==> src/rtl/core_wb_arbiter.sv <==
// core_wb_arbiter
// Shares the single register-file write port between the in-order pipeline
// (MEM/WB stage) and the multi-cycle mul/div unit. When both want the port in
// the same cycle, the pipeline wins and the mul/div result is parked in a
// one-entry buffer. The buffer drains on the first cycle the pipeline does not
// write. If the pipeline keeps writing for STARVE_MAX buffered cycles, one
// stall cycle is forced so that the buffer can drain.
//
// Ports
//   clk, rst_n                       clock, async active-low reset
//   wb_valid_i/wb_rd_i/wb_data_i     pipeline register write
//   md_valid_i/md_rd_i/md_data_i     mul/div result offer
//   md_ready_o                       mul/div result accepted (with md_valid_i)
//   rf_wen_o/rf_waddr_o/rf_wdata_o   register-file write port (combinational)
//   pipe_stall_o                     freeze MEM/WB and earlier stages
//   buf_valid_o/buf_rd_o             pending buffered write, for hazard logic
//
// state | meaning
// IDLE  | buffer empty, mul/div results accepted
// HOLD  | buffer full, waiting for a free write-port cycle
// FORCE | forced drain: pipeline stalled, buffer written
module core_wb_arbiter #(
  parameter int unsigned STARVE_MAX = 4
) (
  input  logic        clk,
  input  logic        rst_n,
  input  logic        wb_valid_i,
  input  logic [4:0]  wb_rd_i,
  input  logic [63:0] wb_data_i,
  input  logic        md_valid_i,
  input  logic [4:0]  md_rd_i,
  input  logic [63:0] md_data_i,
  output logic        md_ready_o,
  output logic        rf_wen_o,
  output logic [4:0]  rf_waddr_o,
  output logic [63:0] rf_wdata_o,
  output logic        pipe_stall_o,
  output logic        buf_valid_o,
  output logic [4:0]  buf_rd_o
);

  localparam logic [1:0] ST_IDLE  = 2'd0;
  localparam logic [1:0] ST_HOLD  = 2'd1;
  localparam logic [1:0] ST_FORCE = 2'd2;

  localparam logic [3:0] CNT_LAST = 4'(STARVE_MAX - 1);
  localparam logic [3:0] CNT_SAT  = 4'd15;

  logic [1:0]  state, state_nxt;
  logic [3:0]  cnt, cnt_nxt;
  logic [4:0]  buf_rd;
  logic [63:0] buf_data;
  logic        capture;

  // x0 writes are no writes; an x0 mul/div result is still accepted.
  logic wb_wr, md_acc, md_wr;
  assign wb_wr  = wb_valid_i && (wb_rd_i != 5'd0);
  assign md_acc = md_valid_i && (state == ST_IDLE);
  assign md_wr  = md_acc && (md_rd_i != 5'd0);

  assign md_ready_o   = (state == ST_IDLE);
  assign pipe_stall_o = (state == ST_FORCE);
  assign buf_valid_o  = (state == ST_HOLD) || (state == ST_FORCE);
  assign buf_rd_o     = buf_valid_o ? buf_rd : 5'd0;

  // Write-port select: forced drain, then pipeline, then held buffer,
  // then mul/div write-through.
  always_comb begin
    rf_wen_o   = 1'b0;
    rf_waddr_o = 5'd0;
    rf_wdata_o = 64'd0;
    if (state == ST_FORCE) begin
      rf_wen_o   = 1'b1;
      rf_waddr_o = buf_rd;
      rf_wdata_o = buf_data;
    end else if (wb_wr) begin
      rf_wen_o   = 1'b1;
      rf_waddr_o = wb_rd_i;
      rf_wdata_o = wb_data_i;
    end else if (state == ST_HOLD) begin
      rf_wen_o   = 1'b1;
      rf_waddr_o = buf_rd;
      rf_wdata_o = buf_data;
    end else if (md_wr) begin
      rf_wen_o   = 1'b1;
      rf_waddr_o = md_rd_i;
      rf_wdata_o = md_data_i;
    end
  end

  always_comb begin
    state_nxt = state;
    cnt_nxt   = cnt;
    capture   = 1'b0;
    case (state)
      ST_IDLE: begin
        cnt_nxt = 4'd0;
        // Same-rd collision: the pipeline write is younger, so the mul/div
        // result is simply dropped.
        if (md_wr && wb_wr && (md_rd_i != wb_rd_i)) begin
          capture   = 1'b1;
          state_nxt = ST_HOLD;
        end
      end
      ST_HOLD: begin
        if (!wb_wr || (wb_rd_i == buf_rd)) begin
          // Either the buffer drains now, or a younger write to the same
          // register makes it obsolete.
          state_nxt = ST_IDLE;
          cnt_nxt   = 4'd0;
        end else begin
          cnt_nxt = (cnt == CNT_SAT) ? CNT_SAT : cnt + 4'd1;
          if (cnt == CNT_LAST) state_nxt = ST_FORCE;
        end
      end
      ST_FORCE: begin
        state_nxt = ST_IDLE;
        cnt_nxt   = 4'd0;
      end
      default: begin
        state_nxt = ST_IDLE;
        cnt_nxt   = 4'd0;
      end
    endcase
  end

  always_ff @(posedge clk or negedge rst_n) begin
    if (!rst_n) begin
      state <= ST_IDLE;
      cnt   <= 4'd0;
    end else begin
      state <= state_nxt;
      cnt   <= cnt_nxt;
    end
  end

  always_ff @(posedge clk or negedge rst_n) begin
    if (!rst_n) begin
      buf_rd   <= 5'd0;
      buf_data <= 64'd0;
    end else if (capture) begin
      buf_rd   <= md_rd_i;
      buf_data <= md_data_i;
    end
  end

endmodule
==> config.mk <==
export PLATFORM = sky130hd
export DESIGN_NAME = core_wb_arbiter
export DESIGN_NICKNAME = d
export VERILOG_FILES = /design/src/rtl/core_wb_arbiter.sv
export SDC_FILE = /design/constraint.sdc
export NUM_CORES = 1
export LEC_CHECK = 0
export ABC_CLOCK_PERIOD_IN_PS = 2650
export BUFFER_PORTS_ARGS = -buffer_cell sky130_fd_sc_hd__buf_4
export CAP_MARGIN = 20
export CORE_ASPECT_RATIO = 1.1
export CORE_MARGIN = 5
export CORE_UTILIZATION = 46
export DETAILED_ROUTE_END_ITERATION = 10
export HOLD_SLACK_MARGIN = 0.06
export PLACE_DENSITY = 0.89
export SLEW_MARGIN = 20
export SYNTH_ARGS = -nofsm -noshare
export SYNTH_HDL_FRONTEND = slang
export SYNTH_SLANG_ARGS = --single-unit
==> constraint.sdc <==
create_clock -name clk -period 2.65 [get_ports clk]
set_clock_uncertainty 0.15 [all_clocks]
set_input_delay 0.1325 -clock clk [delete_from_list [all_inputs] [get_ports clk]]
set_output_delay 0.1325 -clock clk [all_outputs]
set_load 0.02 [all_outputs]
Word-level counts from Yosys, hierarchy flattened --
Cells that the tools add are included.
Word-level totals: word-level logic and storage cells 47, bits in registers 75, output and inout bits 78, input bits 142
Operators by class: add/sub/neg operators 1, reduce and logical (&&, ||, !) cells 12, eq/ne operators 8, muxes and demuxes 22
Operator list (number):
- 2-to-1 mux 64 bit | 4
- 2-to-1 mux 5 bit | 5
- 2-to-1 mux 4 bit | 3
- nonzero test 5 bit | 2
- 2-to-1 mux 1 bit | 6
- 2-to-1 mux 2 bit | 3
- == test 5 bit | 1
- logical AND 1 bit | 5
- inequality test 5 bit | 1
- adder 4 x 1 -> 4 bit, second input constant | 1
- == test 4 x 2 -> 1 bit, second input constant | 1
- == test 4 bit, second input constant | 1
- one-hot mux 2 bit (2 select lines) | 1
- inequality test 3 x 1 -> 1 bit, second input constant | 1
- == test 2 x 1 -> 1 bit, second input constant | 1
- == test 2 bit, second input constant | 1
- zero test 2 bit | 1
- logical OR 1 bit | 2
- inequality test 2 x 1 -> 1 bit, second input constant | 1
- AND reduction 2 bit | 1
- zero test 1 bit | 1

Depth between registers and ports, before layout --
Gate-level depths: netlist (run 1).
depth in word-level cells 7, gate-level depth with buffers 9, depth with buffers taken out 7

Worst setup path after synthesis (run 1) --
Ideal clock, no wire load.
path type register to register, start reg state[0], end reg buf_data[0], path slack 0.473 ns, cell stages (with the launch flop) 7, required time 2.375 ns, clock period less this slack 2.177 ns, setup time 0.125 ns, buffers on the path 1, arrival time 1.902 ns, cells stage by stage dfrtp_1 inv_1 ha_1 o211ai_1 a211oi_2 buf_2 mux2_2
Between the ends: cells in the longest elaborated chain, start to end 7
Ends and longest elaborated chain:
- from (decl) | line 49 | logic [1:0] state, state_nxt;
- from (signal assigned) | line 132 | state <= state_nxt;
- zero test 2 bit *
- via md_ready_o | line 33 | output logic md_ready_o,
- logical AND 1 bit | line 58 | assign md_acc = md_valid_i && (state == ST_IDLE);
- logical AND 1 bit | line 59 | assign md_wr = md_acc && (md_rd_i != 5'd0);
- logical AND 1 bit (2 in a row) | line 100 | if (md_wr && wb_wr && (md_rd_i != wb_rd_i)) begin
- 2-to-1 mux 1 bit | line 100
- 2-to-1 mux 1 bit * | line 95 | case (state)
- to (signal assigned) | line 143 | buf_data <= md_data_i;
- to (decl) | line 52 | logic [63:0] buf_data;
The timed path passes the listed nets; every way through them passes the cells marked *. A chain may end at the register's enable or synchronous reset.

Worst setup path after layout (run 1) --
start reg state[1], end out rf_wdata_o[53]
Between the ends: cells in the longest elaborated chain, start to end 7, elaborated cells between the ends (all ways) 9, classes of those cells eq/ne: 2; mux: 4; reduce/logical: 3
Ends and longest elaborated chain:
- zero test 2 bit | line 58
- logical AND 1 bit | line 58
- logical AND 1 bit | line 59
- 2-to-1 mux 64 bit | line 84 | end else if (md_wr) begin
- 2-to-1 mux 64 bit | line 80 | end else if (state == ST_HOLD) begin
- 2-to-1 mux 64 bit | line 76 | end else if (wb_wr) begin
- 2-to-1 mux 64 bit * | line 72 | if (state == ST_FORCE) begin
- to (decl) | line 36 | output logic [63:0] rf_wdata_o,
Every way passes the cells marked *; elsewhere a longest branch is shown, timed or not.

==> impl_metrics.toml, run 1 <==
[critical_path]
setup.worst_path.class = "reg2out"
reg2reg_slack_ns = 0.29
cp_max_fo = 8
regToRegEndpoint = "buf_data[28]$_DFFE_PN0P_"
timing.reg2reg.worst_path_depth = 6
worstPathArrival_ns = 2.28
r2r_start = "state[0]$_DFFE_PN0P_"
end_kind = "primary output"
setup.worst_path.start_class = "flip-flop"
critPathRequiredTime_ns = 2.37

[clocking]
cts_htree_levels = 3
cts.path.max_buffers = 2
tritoncts = "yes"
clk_transition_reported_paths_ns = 0.08
cts_root_buf = "sky130_fd_sc_hd__clkbuf_8"
number_of_clock_sinks_seen_by_cts = 75
clock_buffer_count_from_cts = 9
worstSkewPairLatency_ns = 0.34

[placed_design]
routabilityCongestion = 0.890
place.detailed.hpwl_mm = 9.21
port_buffers = 219

[synth]
avgSynthCellArea_sq_um = 11.2
ys_seq_elements = 75
synth_cells = 373
nets_in_the_synthesized_netlist = 520
yosysUniqueCellTypes = 33
yosys_warnings = 0
synth_seq_area_share = 0.449
syn-cell-area_sq_um = 4180

[grt]
first_pass_grt_wire_length_mm = 22.1
grt_use_met2 = 0.490
grt_max_degree = 76
grtUsageMet3 = 0.0629
grt_remaining_overflow = 0
grtUsageTotal = 0.251
gr-max-usage-layer = "met2"
grt_antenna_before_repair = 0
number_of_global_route_vias_before_repair = 4772
globalRouteMet1Util = 0.252

[floorplanning]
die_ht_microns = 110
fp.dieW_microns = 101
initial_core_util = 0.471
fp-row-count = 36
placeableCoreArea_sq_um = 8870
boundaryPins = 220
die-area_sq_um = 11100

[power_and_ir_drop]
vdd_ir_drop_max_mv = 0.610
leakagePower_nw = 3.54
powerDensity_nw_per_um2 = 888
report.power.total_w = 0.00626

[sta]
worst_max_slew_margin_expressed_relative_to_the_limit = 0.395
post-route-period-util = 0.967
setup_violations = 0
maximum_clock_frequency_mhz = 390
finalHoldViolCount = 0
fin_crit_ns = 2.56
finalMaxSlewViolations = 0
timing_worst_slew_pin_value_ns = 0.908
final.hold.worst_slack_ns = 0.129

[final_layout]
syn2layout_area_growth_pct = 68.6
diodes = 0
filler_cell_count_in_the_final_layout = 479
postLayoutCoreUtil = 0.794
finalNetCount = 802
final_layout_size_suffix_gt1_frac = 0.486

[worst_hold_path]
holdCritPathClass = "in2reg"
timing.hold.worst_endpoint = "buf_rd[4]$_DFFE_PN0P_"
whs_path_depth = 2
timing.hold.worst.start = "md_rd_i[4]"

[job]
cap_viol_max_count = 0

[run_status]
failing_checks = "DRC"
outcome = "finished, violations left"

[route]
detailroute.via_count = 4487
postRouteWirelength_mm = 15.1
drt-pass1-iter-count = 11
initialDrtViolationCount = 496
via_per_inst = 5.80
route.detailed.wl_per_inst_microns = 19.6
route.detailed.drc = 12
postRouteAntennaNets = 0
-- how the worst max path moves through the flow --
stage	from	to	depth (start not counted)
4_1_cts	state[0]$_DFFE_PN0P_	rf_wdata_o[1]	9
3_3_place_gp	wb_rd_i[1]	rf_wdata_o[48]	8
3_5_place_dp	wb_rd_i[1]	rf_wdata_o[60]	8
5_1_grt	state[1]$_DFFE_PN0P_	rf_wdata_o[53]	10
6_report	state[1]$_DFFE_PN0P_	rf_wdata_o[53]	10
2_1_floorplan	state[0]$_DFFE_PN0P_	buf_data[0]$_DFFE_PN0P_	6
-- layer usage --
metal  up-vias  wire length (microns)
met5         -                      0
met4         0                    354
met3        46                   1280
met2       261                   8390
met1      2208                   5110
li1       1972                      -
-- where the power goes --
group	total, W	internal (W)	switching [W]
Combinational	0.00309	0.00158	0.00151
Clock	0.00111	0.000702	0.000412
Sequential	0.00206	0.00170	0.000358
-- sequential cells by signal (all words and copies together), names as in the netlist --
name	cells
state	2
buf_rd	5
buf_data	64
cnt	4
-- area by class of cell --
class,instances,area [sq um],area share
repair buffers,299,2550,0.362
multi-input cells,199,1950,0.277
flip-flops and latches,75,1880,0.266
inverters,71,267,0.0378
clock buffers,12,165,0.0234
well taps,114,143,0.0202
clock inverters,4,95.1,0.0135
-- cell families (layout without fill, tap and decap cells) --
family | after synthesis | after routing | synth area share
fa+ha+maj | 5 | 5 | 0.0150
compound gates | 82 | 82 | 0.188
flops | 75 | 75 | 0.449
simple gates | 32 | 32 | 0.0407
buf+inv | 99 | 386 | 0.0984
mux | 70 | 70 | 0.189
xor+xnor | 10 | 10 | 0.0209
-- synthesized netlist by cell type --
| library cell | instances | area share |
|---|---|---|
| sky130_fd_sc_hd__ha_1 | 5 | 0.015 |
| sky130_fd_sc_hd__nand2_1 | 7 | 0.0063 |
| sky130_fd_sc_hd__a211oi_2 | 1 | 0.0030 |
| sky130_fd_sc_hd__mux2_2 | 64 | 0.17 |
| sky130_fd_sc_hd__nor3b_2 | 1 | 0.0030 |
| sky130_fd_sc_hd__xor2_1 | 8 | 0.017 |
| sky130_fd_sc_hd__buf_2 | 14 | 0.017 |
| sky130_fd_sc_hd__nor3_1 | 3 | 0.0036 |
| sky130_fd_sc_hd__o21ai_0 | 1 | 0.0012 |
| sky130_fd_sc_hd__nor2_1 | 7 | 0.0063 |
| sky130_fd_sc_hd__a211oi_1 | 1 | 0.0018 |
| sky130_fd_sc_hd__dfrtp_1 | 75 | 0.45 |
| sky130_fd_sc_hd__o211ai_1 | 1 | 0.0018 |
| sky130_fd_sc_hd__nor2b_1 | 2 | 0.0030 |
| sky130_fd_sc_hd__a21oi_1 | 3 | 0.0036 |
| sky130_fd_sc_hd__or4_4 | 1 | 0.0027 |
| sky130_fd_sc_hd__o21ai_4 | 1 | 0.0039 |
| sky130_fd_sc_hd__nand3_1 | 4 | 0.0048 |
| sky130_fd_sc_hd__clkbuf_1 | 8 | 0.0072 |
| sky130_fd_sc_hd__xnor2_1 | 2 | 0.0042 |
| sky130_fd_sc_hd__buf_4 | 6 | 0.011 |
| sky130_fd_sc_hd__a311o_1 | 1 | 0.0024 |
| sky130_fd_sc_hd__a31oi_1 | 1 | 0.0015 |
| sky130_fd_sc_hd__o22ai_1 | 1 | 0.0015 |
| sky130_fd_sc_hd__inv_1 | 71 | 0.064 |
| sky130_fd_sc_hd__a21o_1 | 1 | 0.0018 |
| sky130_fd_sc_hd__mux2_1 | 6 | 0.016 |
| sky130_fd_sc_hd__and2_1 | 5 | 0.0075 |
| sky130_fd_sc_hd__a222oi_1 | 66 | 0.16 |
| sky130_fd_sc_hd__o21a_1 | 1 | 0.0018 |
| sky130_fd_sc_hd__nor3b_1 | 1 | 0.0018 |
| sky130_fd_sc_hd__or4_1 | 1 | 0.0018 |
| sky130_fd_sc_hd__a22oi_1 | 3 | 0.0054 |
-- what timing repair did --
action,4_1_cts,5_1_grt
pin swaps,0,4
buffers inserted,0,2
endpoints found under the setup margin,30,67
gates resized for setup,2,15
hold endpoints to repair,144,0
gates cloned,0,3
hold buffers,70,0
-- critical path, cell delays in order (launching register included) --
cell and delay (ns):
sky130_fd_sc_hd__dfrtp_1 0.41, sky130_fd_sc_hd__inv_1 0.14, sky130_fd_sc_hd__ha_2 0.24, sky130_fd_sc_hd__nor2_2 0.06
sky130_fd_sc_hd__nand3_2 0.10, sky130_fd_sc_hd__nor3b_4 0.06, sky130_fd_sc_hd__buf_6 0.14, sky130_fd_sc_hd__buf_12 0.14
sky130_fd_sc_hd__a222oi_1 0.40, sky130_fd_sc_hd__inv_1 0.11, sky130_fd_sc_hd__buf_6 0.15
-- stage by stage --
stage          setup TNS [ns]  setup slack (ns)  std cells  area [sq um]
2_1_floorplan               0             0.473        373          4180
3_3_place_gp                0             0.352        686          5960
3_5_place_dp                0             0.260        686          5960
4_1_cts                     0          0.000523        772          6920
5_1_grt               -0.0126           -0.0126        774          7050
6_report                    0            0.0873        774          7050
-- cells in the final DEF (no fill, tap or decap), drive strengths merged, types with 3 or more instances in the layout --
master,instances
buf,226
dfrtp,75
inv,71
mux2,70
dlygate4sd3,67
a222oi,66
clkbuf,15
xor2,8
nand2,7
nor2,7
and2,5
ha,5
nand3,4
nor3,3
a21oi,3
a22oi,3
bufinv,3
dlymetal6s4s,3
Power figures use the tool's default switching activity.
==> run 2: changes to the inputs <==
--- a/config.mk
+++ b/config.mk
@@ -8,7 +8,6 @@
 export ABC_CLOCK_PERIOD_IN_PS = 2650
 export BUFFER_PORTS_ARGS = -buffer_cell sky130_fd_sc_hd__buf_4
 export CAP_MARGIN = 20
-export CORE_ASPECT_RATIO = 1.1
 export CORE_MARGIN = 5
 export CORE_UTILIZATION = 46
 export DETAILED_ROUTE_END_ITERATION = 10
==> run 2 against run 1 <==
  * The flow now finishes without violations
  * Sequential power hardly changed
  * Die area barely moved
  * Global-route usage grew 0.76 points
  * Critical path type unchanged
  * Critical endpoint is now rf_wdata_o[31]
==> impl_metrics.toml, run 2 (same netlist as run 1, synthesis figures left out) <==
[final_layout]
layout.cells.most_common_list = "sky130_fd_sc_hd__buf_4, sky130_fd_sc_hd__dfrtp_1, sky130_fd_sc_hd__inv_1, sky130_fd_sc_hd__dlygate4sd3_1, sky130_fd_sc_hd__a222oi_1"
max_flop_register = "buf_data"
final_layout_size_suffix_gt1_frac = 0.485
syn2layout_area_growth_pct = 66.6
largest_register_ffs = 64
reg_top3 = "buf_data: 64 flops, buf_rd: 5 flops, cnt: 4 flops"
finalNetCount = 802
diodes = 0
final_common_cell = "sky130_fd_sc_hd__buf_4"

[placed_design]
routabilityCongestion = 0.840
pre_cts_slack_ns = 0.338
port_buffers = 219
place.detailed.hpwl_mm = 9.08

[critical_path]
cp_max_fo = 31
end_kind = "primary output"
path_buf_inv = 5
setup.worst_path.start_class = "flip-flop"
cp_slowest_stage_delay_ns = 0.40
setup.worst_path.class = "reg2out"
critPathRequiredTime_ns = 2.37
cpMaxStageDelayCell = "sky130_fd_sc_hd__dfrtp_1"
worstPathArrival_ns = 2.25
crit_top_cell = "sky130_fd_sc_hd__buf_12"
timing.critical_path.cells = "inv_2, ha_2, nor2_1, nand3_1, nor3b_4, buf_12, buf_12, a222oi_1, inv_1, buf_4"
timing.critical_path.max_delay_family = "buffers and inverters"

[clocking]
worstSkewPairLatency_ns = 0.33
cts_root_buf = "sky130_fd_sc_hd__clkbuf_8"
cts.path.max_buffers = 2
tritoncts = "yes"
cts_htree_levels = 3
number_of_clock_sinks_seen_by_cts = 75
clk_transition_reported_paths_ns = 0.08
clock_buffer_count_from_cts = 9

[power_and_ir_drop]
seq_power_share = 0.334
p_comb_frac = 0.502
p_int_w = 0.00384
p_switching_w = 0.00227
powerDensity_nw_per_um2 = 877
vdd_ir_drop_max_mv = 0.551
leakagePower_nw = 3.49
sw_frac_of_total = 0.371
p_clk_frac = 0.164

[grt]
number_of_global_route_vias_before_repair = 4881
first_pass_grt_wire_length_mm = 23.5
grt_remaining_overflow = 0
grt_max_degree = 76
grtUsageTotal = 0.258
grt_antenna_before_repair = 0

[route]
detailroute.via_count = 4485
drt-pass1-iter-count = 8
route.detailed.drc = 0
route.detailed.wl_per_inst_microns = 19.9
postRouteWirelength_mm = 15.2
via_per_inst = 5.84
postRouteAntennaNets = 0
initialDrtViolationCount = 496

[sta]
rsz0062_at_grt = "no"
timing_worst_slew_pin_value_ns = 0.951
worst_max_slew_margin_expressed_relative_to_the_limit = 0.366
post-route-period-util = 0.957
setup_violations = 0
fin_crit_ns = 2.54
maximum_clock_frequency_mhz = 394
finalHoldViolCount = 0
fin_setup_tns_ns = 0
timing.final.ws_setup_ns = 0.114
finalMaxSlewViolations = 0

[floorplanning]
fp.dieW_microns = 105
die-area_sq_um = 11100
initial_core_util = 0.475
boundaryPins = 220
placeableCoreArea_sq_um = 8810
die_ht_microns = 105
fp-row-count = 34

[worst_hold_path]
holdCritPathClass = "in2reg"

[job]
cap_viol_max_count = 0

[run_status]
outcome = "complete, no violations"
==> run 2: changes by cell type in the layout (fill, tap and decap cells not counted), moves of 2 or more <==
| cell | previous run | this run |
|---|---|---|
| sky130_fd_sc_hd__dlymetal6s4s_1 | 3 | 1 |
| sky130_fd_sc_hd__inv_2 | 0 | 2 |
| sky130_fd_sc_hd__buf_6 | 3 | 1 |
| sky130_fd_sc_hd__clkbuf_16 | 3 | 1 |
| sky130_fd_sc_hd__buf_4 | 218 | 221 |
| sky130_fd_sc_hd__dlygate4sd3_1 | 67 | 69 |
| sky130_fd_sc_hd__inv_1 | 71 | 69 |
==> run 2: cell type report <==
cell class	count	area, sq um
clock inverter	4	72.6
clock buffer	12	155
timing repair buffer	299	2520
fill	498	1840
inverter	71	267
sequential	75	1880
tap	108	135
multi-input combinational	199	1940
==> run 2: worst reg2reg max path: cells and delay by family (launching register included) <==
kind | cells | cell delay [ns]
flip-flops | 1 | 0.41
multiplexers | 1 | 0.39
buffers and inverters | 2 | 0.39
adder cells (fa/ha/maj) | 1 | 0.25
AO/OA/AOI/OAI | 2 | 0.66
==> run 2: path summary, 6_finish.rpt <==
path                       cells after the start  slack, ns                startpoint                        to
max                                           10       0.11      state[1]$_DFFE_PN0P_            rf_wdata_o[31]
min                                            2       0.13                md_rd_i[4]     buf_rd[4]$_DFFE_PN0P_
max reg2reg                                    6       0.29      state[0]$_DFFE_PN0P_  buf_data[34]$_DFFE_PN0P_
min reg2reg                                    1       0.35  buf_data[20]$_DFFE_PN0P_  buf_data[20]$_DFFE_PN0P_
max in group asynchronous                      2       1.39                     rst_n  buf_data[11]$_DFFE_PN0P_
min in group asynchronous                      2       0.34                     rst_n  buf_data[45]$_DFFE_PN0P_
==> run 2: through the flow <==
stage | utilization | cell area (sq um) | hold WS, ns | total power [W] | instances
floorplan | - | 4180 | -0.313 | 0.00376 | 373
global placement | 0.677 | 5960 | 0.164 | 0.00481 | 680
detailed placement | 0.677 | 5960 | 0.189 | 0.00490 | 680
CTS | 0.782 | 6890 | 0.245 | 0.00600 | 766
global route | 0.791 | 6970 | 0.144 | 0.00644 | 768
finish | 0.791 | 6970 | 0.129 | 0.00611 | 768
==> run 2: power by group through the flow <==
stage	Combinational [W]	Clock [W]	Sequential, W
3_3_place_gp	0.00279	0	0.00202
2_1_floorplan	0.00183	0	0.00193
3_5_place_dp	0.00286	0	0.00203
4_1_cts	0.00295	0.00102	0.00202
6_report	0.00306	0.00100	0.00204
5_1_grt	0.00327	0.00107	0.00210
==> run 2: what timing repair did <==
item                                   4_1_cts  5_1_grt
hold buffers                                70        0
endpoints found under the hold margin      144        0
buffers inserted                             0        2
setup endpoints to repair                    0       67
gates resized for setup                      0       10
==> run 2: layer usage <==
metal  up-vias  track usage  part of all wire  wire [microns]
li1       1972            -                 -               -
met1      2200        0.292              0.36            5550
met2       270        0.470              0.54            8210
met3        43       0.0446             0.067            1030
met4         0        0.122             0.031             467
met5         -            0                 0               0
